File: src/rtl/ppl_stage_buf.sv
// Elastic pipeline stage carrying PC + instruction, with a one-entry skid register
// so that inReady is registered and never depends combinationally on outReady.
module ppl_stage_buf #(
  parameter int                 PC_W        = 32,
  parameter int                 INST_W      = 32,
  parameter logic [PC_W-1:0]    RESET_PC    = PC_W'(32'h8000_0000),
  parameter logic [INST_W-1:0]  NOP_INST    = '0,
  parameter int                 FLUSH_CNT_W = 8
) (
  input  logic                   clk,
  input  logic                   reset,
  input  logic                   flush,
  input  logic                   inValid,
  output logic                   inReady,
  input  logic [PC_W-1:0]        pcIn,
  input  logic [INST_W-1:0]      instIn,
  output logic                   outValid,
  input  logic                   outReady,
  output logic [PC_W-1:0]        pcOut,
  output logic [INST_W-1:0]      instOut,
  output logic [1:0]             count,
  output logic [FLUSH_CNT_W-1:0] flushDrops
);

  typedef enum logic [1:0] {S_EMPTY, S_ONE, S_FULL} state_t;

  state_t                 state_q;
  logic                   in_ready_q;
  logic                   out_valid_q;
  logic [1:0]             count_q;
  logic [PC_W-1:0]        main_pc_q;
  logic [INST_W-1:0]      main_inst_q;
  logic [PC_W-1:0]        skid_pc_q;
  logic [INST_W-1:0]      skid_inst_q;
  logic [FLUSH_CNT_W-1:0] flush_drops_q;
  logic [FLUSH_CNT_W-1:0] flush_drops_d;

  logic                   in_fire;
  logic                   out_fire;
  logic [1:0]             drop_num;
  logic [FLUSH_CNT_W:0]   drop_sum;

  assign in_fire  = inValid & in_ready_q;
  assign out_fire = out_valid_q & outReady;

  // An entry leaving on the flush cycle was delivered, so it is not a drop.
  assign drop_num      = count_q - {1'b0, out_fire};
  assign drop_sum      = {1'b0, flush_drops_q} + (FLUSH_CNT_W+1)'(drop_num);
  assign flush_drops_d = drop_sum[FLUSH_CNT_W] ? '1 : drop_sum[FLUSH_CNT_W-1:0];

  always_ff @(posedge clk or negedge reset) begin
    if (!reset) begin
      state_q       <= S_EMPTY;
      in_ready_q    <= 1'b1;
      out_valid_q   <= 1'b0;
      count_q       <= 2'd0;
      main_pc_q     <= RESET_PC;
      main_inst_q   <= NOP_INST;
      skid_pc_q     <= '0;
      skid_inst_q   <= '0;
      flush_drops_q <= '0;
    end else if (flush) begin
      state_q       <= S_EMPTY;
      in_ready_q    <= 1'b1;
      out_valid_q   <= 1'b0;
      count_q       <= 2'd0;
      main_inst_q   <= NOP_INST;
      flush_drops_q <= flush_drops_d;
    end else begin
      case (state_q)
        S_EMPTY: begin
          if (in_fire) begin
            state_q     <= S_ONE;
            out_valid_q <= 1'b1;
            count_q     <= 2'd1;
            main_pc_q   <= pcIn;
            main_inst_q <= instIn;
          end
        end
        S_ONE: begin
          if (in_fire && out_fire) begin
            main_pc_q   <= pcIn;
            main_inst_q <= instIn;
          end else if (in_fire) begin
            state_q     <= S_FULL;
            in_ready_q  <= 1'b0;
            count_q     <= 2'd2;
            skid_pc_q   <= pcIn;
            skid_inst_q <= instIn;
          end else if (out_fire) begin
            // pcOut keeps the last delivered PC; only the instruction goes to NOP.
            state_q     <= S_EMPTY;
            out_valid_q <= 1'b0;
            count_q     <= 2'd0;
            main_inst_q <= NOP_INST;
          end
        end
        S_FULL: begin
          if (out_fire) begin
            state_q     <= S_ONE;
            in_ready_q  <= 1'b1;
            count_q     <= 2'd1;
            main_pc_q   <= skid_pc_q;
            main_inst_q <= skid_inst_q;
          end
        end
        default: begin
          state_q     <= S_EMPTY;
          in_ready_q  <= 1'b1;
          out_valid_q <= 1'b0;
          count_q     <= 2'd0;
          main_inst_q <= NOP_INST;
        end
      endcase
    end
  end

  assign inReady    = in_ready_q;
  assign outValid   = out_valid_q;
  assign count      = count_q;
  assign pcOut      = main_pc_q;
  assign instOut    = main_inst_q;
  assign flushDrops = flush_drops_q;

endmodule

File: config.mk
export PLATFORM = sky130hd
export DESIGN_NAME = ppl_stage_buf
export DESIGN_NICKNAME = d
export VERILOG_FILES = /design/src/rtl/ppl_stage_buf.sv
export SDC_FILE = /design/constraint.sdc
export NUM_CORES = 1
export LEC_CHECK = 0
export BUFFER_PORTS_ARGS = -buffer_cell sky130_fd_sc_hd__buf_2
export CORE_MARGIN = 1.5
export CORE_UTILIZATION = 54
export DETAILED_ROUTE_END_ITERATION = 8
export PLACE_DENSITY_LB_ADDON = 0.12
export SLEW_MARGIN = 5
export SYNTH_ARGS = -nofsm -noshare
export SYNTH_HDL_FRONTEND = slang
export SYNTH_SLANG_ARGS = --single-unit
File: constraint.sdc
create_clock -name clk -period 2.3 [get_ports clk]
set_input_delay 0.46 -clock clk [delete_from_list [all_inputs] [get_ports clk]]
set_output_delay 0.46 -clock clk [all_outputs]
set_load 0.01 [all_outputs]
; Word-level counts from Yosys, hierarchy flattened
; Index checks and enable logic that the tools add are counted.
[op_classes]
eq_ne = 16
reduce_logical = 9
add_sub_neg = 2
bitwise = 4
mux = 30
[ops]
columns = operator, n
row1 = 2-to-1 mux 32 bit, 9
row2 = case mux 32 bit (3 select lines), 2
row3 = != test 3 bit (second input constant), 6
row4 = AND reduction 4 bit, 4
row5 = 2-to-1 mux 2 bit, 6
row6 = != test 4 bit (second input constant), 3
row7 = != test 2 bit (second input constant), 5
row8 = AND reduction 5 bit, 2
row9 = adder 8 x 2 -> 9 bit, 1
row10 = 2-to-1 mux 1 bit, 9
row11 = 2-to-1 mux 8 bit, 1
row12 = case mux 1 bit (3 select lines), 2
row13 = case mux 2 bit (3 select lines), 1
row14 = nonzero test 3 bit, 1
row15 = AND 1 bit, 2
row16 = == test 2 x 1 -> 1 bit (second input constant), 1
row17 = == test 2 bit (second input constant), 1
row18 = zero test 2 bit, 1
row19 = NOT 1 bit, 2
row20 = subtractor 2 x 1 -> 2 bit, 1
row21 = logical AND 1 bit, 1
[totals]
ff_bits = 140
wordCells = 69
output_inout_bits = 76
input_bits = 69

; Longest topological paths before layout
; Gate-level depths: netlist of run 1.
[depth]
depth_word = 6
depth_mapped = 10
depth_no_buf = 10

; Worst setup path before layout of run 1
; No wires, ideal clock.
[synth_path]
kind = register -> register
startpoint = reg out_valid_q (netlist: outValid)
endpoint = reg flush_drops_q[2] (netlist: flushDrops[2])
required_ns = 2.167
setup_slack_ns = 0.109
stages_incl_launch_ff = 11
path_buffers = 0
period_less_slack_ns = 2.191
setup_ns = 0.133
t_arrival_ns = 2.058
cell_sequence = dfrtp_1 > nand2_1 > inv_1 > ha_1 > inv_1 > ha_1 > fa_1 > and3_1 > nor2b_1 > nand4_1 > o21ai_0
[synth_via]
elab_chain_len = 4
[synth_rtl]
columns = item, line
row1 = from (decl), 29  ; logic out_valid_q;
row2 = from (signal assigned), 55  ; out_valid_q <= 1'b0;
row3 = from (signal assigned), 65  ; out_valid_q <= 1'b0;
row4 = from (signal assigned), 74  ; out_valid_q <= 1'b1;
row5 = AND 1 bit, 44  ; assign out_fire = out_valid_q & outReady;
row6 = subtractor 2 x 1 -> 2 bit, 47  ; assign drop_num = count_q - {1'b0, out_fire};
row7 = adder 8 x 2 -> 9 bit, 48  ; assign drop_sum = {1'b0, flush_drops_q} + (FLUSH_CNT_W+1)'(drop_num);
row8 = 2-to-1 mux 8 bit, 49  ; assign flush_drops_d = drop_sum[FLUSH_CNT_W] ? '1 : drop_sum[FLUSH_CNT_W-1:0];
row9 = to (signal assigned), 68  ; flush_drops_q <= flush_drops_d;
row10 = to (decl), 35  ; logic [FLUSH_CNT_W-1:0] flush_drops_q;
; No other way between the ends.
; A chain may end at the register's enable or synchronous reset.

; Worst setup path in the final report of run 1
; Ends and elaborated chain as after synthesis.

==> reports/metrics.csv, run 1 <==
stage,metric,value,unit
worst_setup_path,CP Class,flop to flop,
worst_setup_path,Crit-path slowest cell,fa_1,
worst_setup_path,CP Max Fanout,5,
clocking,Max clock buf depth,2,
finish,Reg area,3510,sq um
timing,Final period util,94.1,%
power_and_ir_drop,leakage,3.64,nW
clocking,htree depth,4,
worst_setup_path,Worst Setup End Kind,flop,
finish,Diodes inserted,0,
drt,DR pass1 iterations,4,
global_route,first-pass GRT wire length,21100,um
timing,max frequency,0.462,GHz
worst_setup_path,CP Buf/Inv Count,2,
placement,Post-DP Area,7060,sq um
synthesis,syn nets,505,
clocking,clock slew at reported path FFs,60,ps
synthesis,Syn Inst Count,432,
die,Core Region,10900,sq um
die,die area,11900,sq um
timing,Final Max Slew Viols,0,
synthesis,YS warnings,0,
synthesis,register area share after synthesis,57.6,%
worst_setup_path,CP Cell Sequence,nand2_1 > inv_1 > ha_1 > inv_1 > ha_1 > fa_1 > and3_1 > nor2b_2 > nand4_1 > o21ai_1,
synthesis,Mapped Avg Cell Area,14.1,sq um
timing,Final min period,2160,ps
die,row count,38,
finish,"commonest non-fill, non-tap cells in the layout","143 x buf_2, 138 x dfrtp_1, 127 x mux2_2, 32 x a22oi_1, 32 x o2bb2ai_1",
die,Die Y,109,um
synthesis,synthesized flop and latch total,140,
synthesis,top-area cell type share of the netlist area,56.7,%
timing,clock skew,8.81,ps
clocking,CTS tree,yes,
drt,vias,4193,
clocking,CTS Buf Count,17,
global_route,antenna violations before repair,0,
worst_setup_path,"slowest stage delay, CP",380,ps
flow_run,Max-Cap Viols,0,
drt,Post-Route WL,13000,um
drt,number of DRC markers in iteration 0,263,
synthesis,Synth area leader,dfrtp_1,
global_route,GRT Util Overall,23.4,%
run_status,status,"finished, final reports clean",
drt,antenna-violating nets left,0,
drt,DRC viols,0,
clocking,worst skew pair latency,410,ps
worst_setup_path,"delay-heaviest family, CP",adder cells,
worst_setup_path,CP Launch Type,flop,
placement,port buffer count,144,
finish,multi-input logic area,2420,sq um
timing,Setup WS post-layout,136,ps
clocking,Root Buffer Master,clkbuf_16,
finish,final-stage net count,660,
timing,Slew headroom,69.4,%
finish,"Core Util, Final",69.5,%
synthesis,number of enable flip-flop cells after synthesis,0,
drt,routed wire length per instance,17.6,um
finish,area delta synth->final,24.9,%
die,Initial Util,55.7,%
synthesis,synthesized area,6090,sq um
die,Die Width,109,um
finish,"most common cell after layout, fill and taps aside",buf_2,
placement,post-detail-place hpwl,8610,um
global_route,largest net degree at the start of global routing,49,
placement,GPL Wtd Cong,0.733,
drt,via/cell ratio,5.67,
finish,filler instances,809,
finish,share of cells above drive strength 1,55.3,%
timing,Setup-failing EPs final,0,
global_route,total gr overflow,0,
drt,wire length on met3,774,um
worst_setup_path,"Arr. time, crit path",2450,ps
synthesis,Post-synth ARST share,100,%
synthesis,main area contributors after synthesis,"dfrtp_1 57%, mux2_2 23%, o2bb2ai_1 4.6%, a22oi_1 3.9%, buf_2 0.99%",
power_and_ir_drop,Max IR drop VDD,716,uV
power_and_ir_drop,Pwr Density,1180,nW/um^2
finish,final instance area,7600,sq um
drt,met1 wire length,5660,um
timing,actual slew at the worst max-slew pin,460,ps
synthesis,Main synth FF type,dfrtp_1,
die,Ports,145,
drt,Top Layer Used,met4,
synthesis,unique cell type count in the Yosys netlist,34,
min_path,Hold WC Path Type,input pin to flop,
placement,Worst Setup Slack post-DPL,-67.7,ps
global_route,vias in the first global route,4263,
worst_setup_path,Critical Path RT,2580,ps
clocking,# Post-CTS Setup Buffers,0,
drt,wire length on met2,6420,um
timing,final hold vios,0,
clocking,CTS Sinks,140,
-- where the power goes --
group          switching [mW]  total [mW]  leakage, nW  internal (mW)
Clock                   0.951        2.42        0.268           1.47
Sequential              0.553        4.03         1.73           3.48
Combinational            1.18        2.54         1.64           1.36
Total                    2.68        8.98         3.64           6.30
-- metal layers --
layer	track usage [%]	vias up
met3	6.63	18
met4	7.99	0
met5	0	-
li1	-	1909
met1	29.9	2152
met2	38.4	114
-- per-stage QoR --
| stage | TNS [ps] | std cells | total power, mW | hold WS [ps] |
|---|---|---|---|---|
| floorplan | 0 | 432 | 5.58 | 164 |
| global placement | 0 | 707 | 6.42 | 421 |
| detailed placement | -75.2 | 707 | 6.60 | 423 |
| CTS | 0 | 739 | 9.06 | 278 |
| global route | -2.96 | 739 | 9.51 | 286 |
| finish | 0 | 739 | 8.98 | 288 |
-- timing repair --
item	in CTS	in global routing
hold buffers	1	0
setup endpoints to repair	0	4
hold endpoints to repair	16	0
resized for setup	0	2
-- logic make-up after synthesis --
group	synth area share (%)
AO/OA/AOI/OAI	10.8
flip-flops	57.6
multiplexers	24.3
buffers and inverters	2.96
XOR/XNOR	0.576
AND/OR/NAND/NOR	2.78
adder cells (fa/ha/maj)	0.946
-- worst paths after layout --
check | slack, ps | startpoint | cells after the start | to
setup / recovery | 140 | outValid | 10 | flushDrops[2]
hold / removal | 290 | pcIn[15] | 2 | skid_pc_q[15]
setup reg to reg | 140 | outValid | 10 | flushDrops[2]
hold reg to reg | 480 | instOut[18] | 1 | instOut[18]
max in group asynchronous | 1050 | reset | 3 | instOut[20]
min in group asynchronous | 550 | reset | 2 | instOut[5]
-- final cells by class --
cell class	instances	share of cell area, %
clock buffers	23	6.42
well taps	140	2.30
repair buffers	165	12.5
multi-input cells	258	31.9
clock inverters	8	0.560
inverters	5	0.247
flip-flops and latches	140	46.1
-- synth_stat cells (2+ instances only) --
library cell and number:
inv_1 5, ha_1 3, o21ai_0 3, dfrtp_1 138, xor2_1 2, buf_2 12
a21oi_1 9, nand4_1 2, o21bai_1 2, a31oi_1 2, o2bb2ai_1 32, mux2i_1 4
a22oi_1 32, dfstp_2 2, buf_6 4, nor3_1 3, buf_4 2, clkbuf_1 11
xnor2_1 2, nand2_1 12, mux2_2 127, nor2b_1 5, nor2_1 7
-- flip-flops by register name, summed over array words and instances, names as in the netlist --
name / cells
skid_inst_q: 32
instOut: 32
pcOut: 32
skid_pc_q: 32
outValid: 1
count: 2
inReady: 1
flushDrops: 8
Note: power is estimated with default switching activity, not from simulation.
==> run 2: changes to the inputs <==
--- a/config.mk
+++ b/config.mk
@@ -8,8 +8,10 @@
 export BUFFER_PORTS_ARGS = -buffer_cell sky130_fd_sc_hd__buf_2
 export CORE_MARGIN = 1.5
 export CORE_UTILIZATION = 54
+export CTS_CLUSTER_DIAMETER = 40
 export DETAILED_ROUTE_END_ITERATION = 8
 export PLACE_DENSITY_LB_ADDON = 0.12
+export RECOVER_POWER = 100
 export SLEW_MARGIN = 5
 export SYNTH_ARGS = -nofsm -noshare
 export SYNTH_HDL_FRONTEND = slang
==> run 2 against run 1 <==
Effect of this change: sequential cell count stayed put; via count shrank 0.26%; setup slack lost 19 ps; sequential power about the same; final cell count stayed put; non-clock buffer count stayed put; die area is the same; power is 1.5% lower; critical path depth shrank 4; global-route usage unchanged; critical endpoint is now pcOut[24].
==> reports/metrics.csv, run 2 (synthesis results as in run 1) <==
stage,metric,value,unit
die,Ports,145,
clocking,clock slew at reported path FFs,60,ps
placement,Placed Instances,707,
finish,area delta synth->final,22.4,%
global_route,total gr overflow,0,
timing,unrepaired setup endpoints after global routing,no,
timing,Setup-failing EPs final,0,
finish,"most common cell after layout, fill and taps aside",dfrtp_1,
worst_setup_path,"Arr. time, crit path",2470,ps
finish,Layout Cells excl Fill,739,
drt,routed wire length per instance,17.7,um
power_and_ir_drop,Max IR drop VDD,699,uV
die,Die Width,109,um
clocking,# Post-CTS Setup Buffers,0,
finish,Diodes inserted,0,
placement,Post-DP Area,7060,sq um
drt,vias,4182,
timing,Final period util,94.9,%
finish,share of cells above drive strength 1,42.1,%
die,Initial Util,55.7,%
timing,max frequency,0.458,GHz
placement,GPL Wtd Cong,0.733,
power_and_ir_drop,total power,8.85,mW
clocking,CTS tree,yes,
clocking,Max clock buf depth,2,
worst_setup_path,CP Launch Type,flop,
drt,via/cell ratio,5.66,
timing,actual slew at the worst max-slew pin,1240,ps
timing,Slew headroom,17.3,%
drt,antenna-violating nets left,0,
placement,post-detail-place hpwl,8610,um
global_route,largest net degree at the start of global routing,49,
clocking,htree depth,4,
global_route,vias in the first global route,4263,
worst_setup_path,Worst Setup End Kind,flop,
placement,port buffer count,144,
drt,DRC viols,0,
timing,Final Max Slew Viols,0,
timing,final hold vios,0,
finish,"commonest non-fill, non-tap cells in the layout","138 x dfrtp_1, 127 x mux2_2, 79 x clkbuf_1, 73 x buf_2",
drt,number of DRC markers in iteration 0,239,
power_and_ir_drop,Pwr Density,1190,nW/um^2
finish,final instance area,7450,sq um
worst_setup_path,CP Class,flop to flop,
drt,DR pass1 iterations,4,
finish,final-stage net count,660,
power_and_ir_drop,leakage,3.35,nW
clocking,CTS Sinks,140,
die,row count,38,
timing,clock skew,9.30,ps
drt,Post-Route WL,13100,um
worst_setup_path,R2R setup slack,120,ps
min_path,Hold WC Path Type,input pin to flop,
die,Core Region,10900,sq um
clocking,Root Buffer Master,clkbuf_16,
flow_run,Max-Cap Viols,0,
die,die area,11900,sq um
global_route,GRT Util Overall,23.4,%
run_status,status,"finished, final reports clean",
worst_setup_path,Critical Path RT,2590,ps
timing,Final min period,2180,ps
clocking,CTS Buf Count,17,
worst_setup_path,CP Max Fanout,32,
die,Die Y,109,um
clocking,worst skew pair latency,410,ps
global_route,first-pass GRT wire length,21100,um
global_route,antenna violations before repair,0,
run 2: changes by cell type in the layout (fill, tap and decap cells not counted), sizes merged:
cell | before | now
clkbuf | 23 | 104
buf | 164 | 83
run 2: worst max-delay path, cell delays in order, from the launching register on:
cell and delay, ps:
dfrtp_1 380, clkbuf_1 280, a21boi_4 240, or3_4 380, a21oi_4 180, buf_12 230, mux2_2 360
run 2: path summary, 6_finish.rpt:
path | start | end | cells after the start
worst max-delay path | count[0] | pcOut[24] | 6
worst min-delay path | pcIn[15] | skid_pc_q[15] | 2
worst max register to register | count[0] | pcOut[24] | 6
worst min register to register | instOut[17] | instOut[17] | 1
max in group asynchronous | reset | pcOut[31] | 3
min in group asynchronous | reset | instOut[5] | 2
run 2: per-stage QoR:
step	utilization, %	setup TNS [ps]	hold WS [ps]	worst slack [ps]
after floorplan	-	0	164	109
after global placement	64.5	0	421	4.30
after detailed placement	64.5	-75.2	423	-67.7
after CTS	69.5	0	278	133
after global routing	68.1	0	286	2.14
final	68.1	0	290	117
run 2: timing repair:
item,4_1_cts,5_1_grt
hold buffers,1,0
endpoints found under the hold margin,16,0
resized for setup,0,2
setup endpoints to repair,0,4
run 2: per-layer routing:
layer | part of all wire (%) | up-vias | global-route usage, %
met1 | 43 | 2138 | 29.9
met5 | 0 | - | 0
met3 | 6.1 | 18 | 6.63
li1 | - | 1903 | -
met2 | 49 | 123 | 38.4
met4 | 1.6 | 0 | 7.99
run 2: cell type report:
| cell class | instances | area [sq um] |
|---|---|---|
| sequential | 140 | 3510 |
| fill | 864 | 3490 |
| multi-input combinational | 258 | 2420 |
| timing repair buffer | 165 | 802 |
| clock buffer | 23 | 488 |
| tap | 140 | 175 |
| clock inverter | 8 | 42.5 |
| inverter | 5 | 18.8 |
run 2: power by group:
group | total, mW | switching (mW) | leakage (nW) | internal [mW]
Combinational | 2.40 | 1.17 | 1.35 | 1.22
Sequential | 4.04 | 0.564 | 1.73 | 3.47
Clock | 2.42 | 0.951 | 0.268 | 1.47
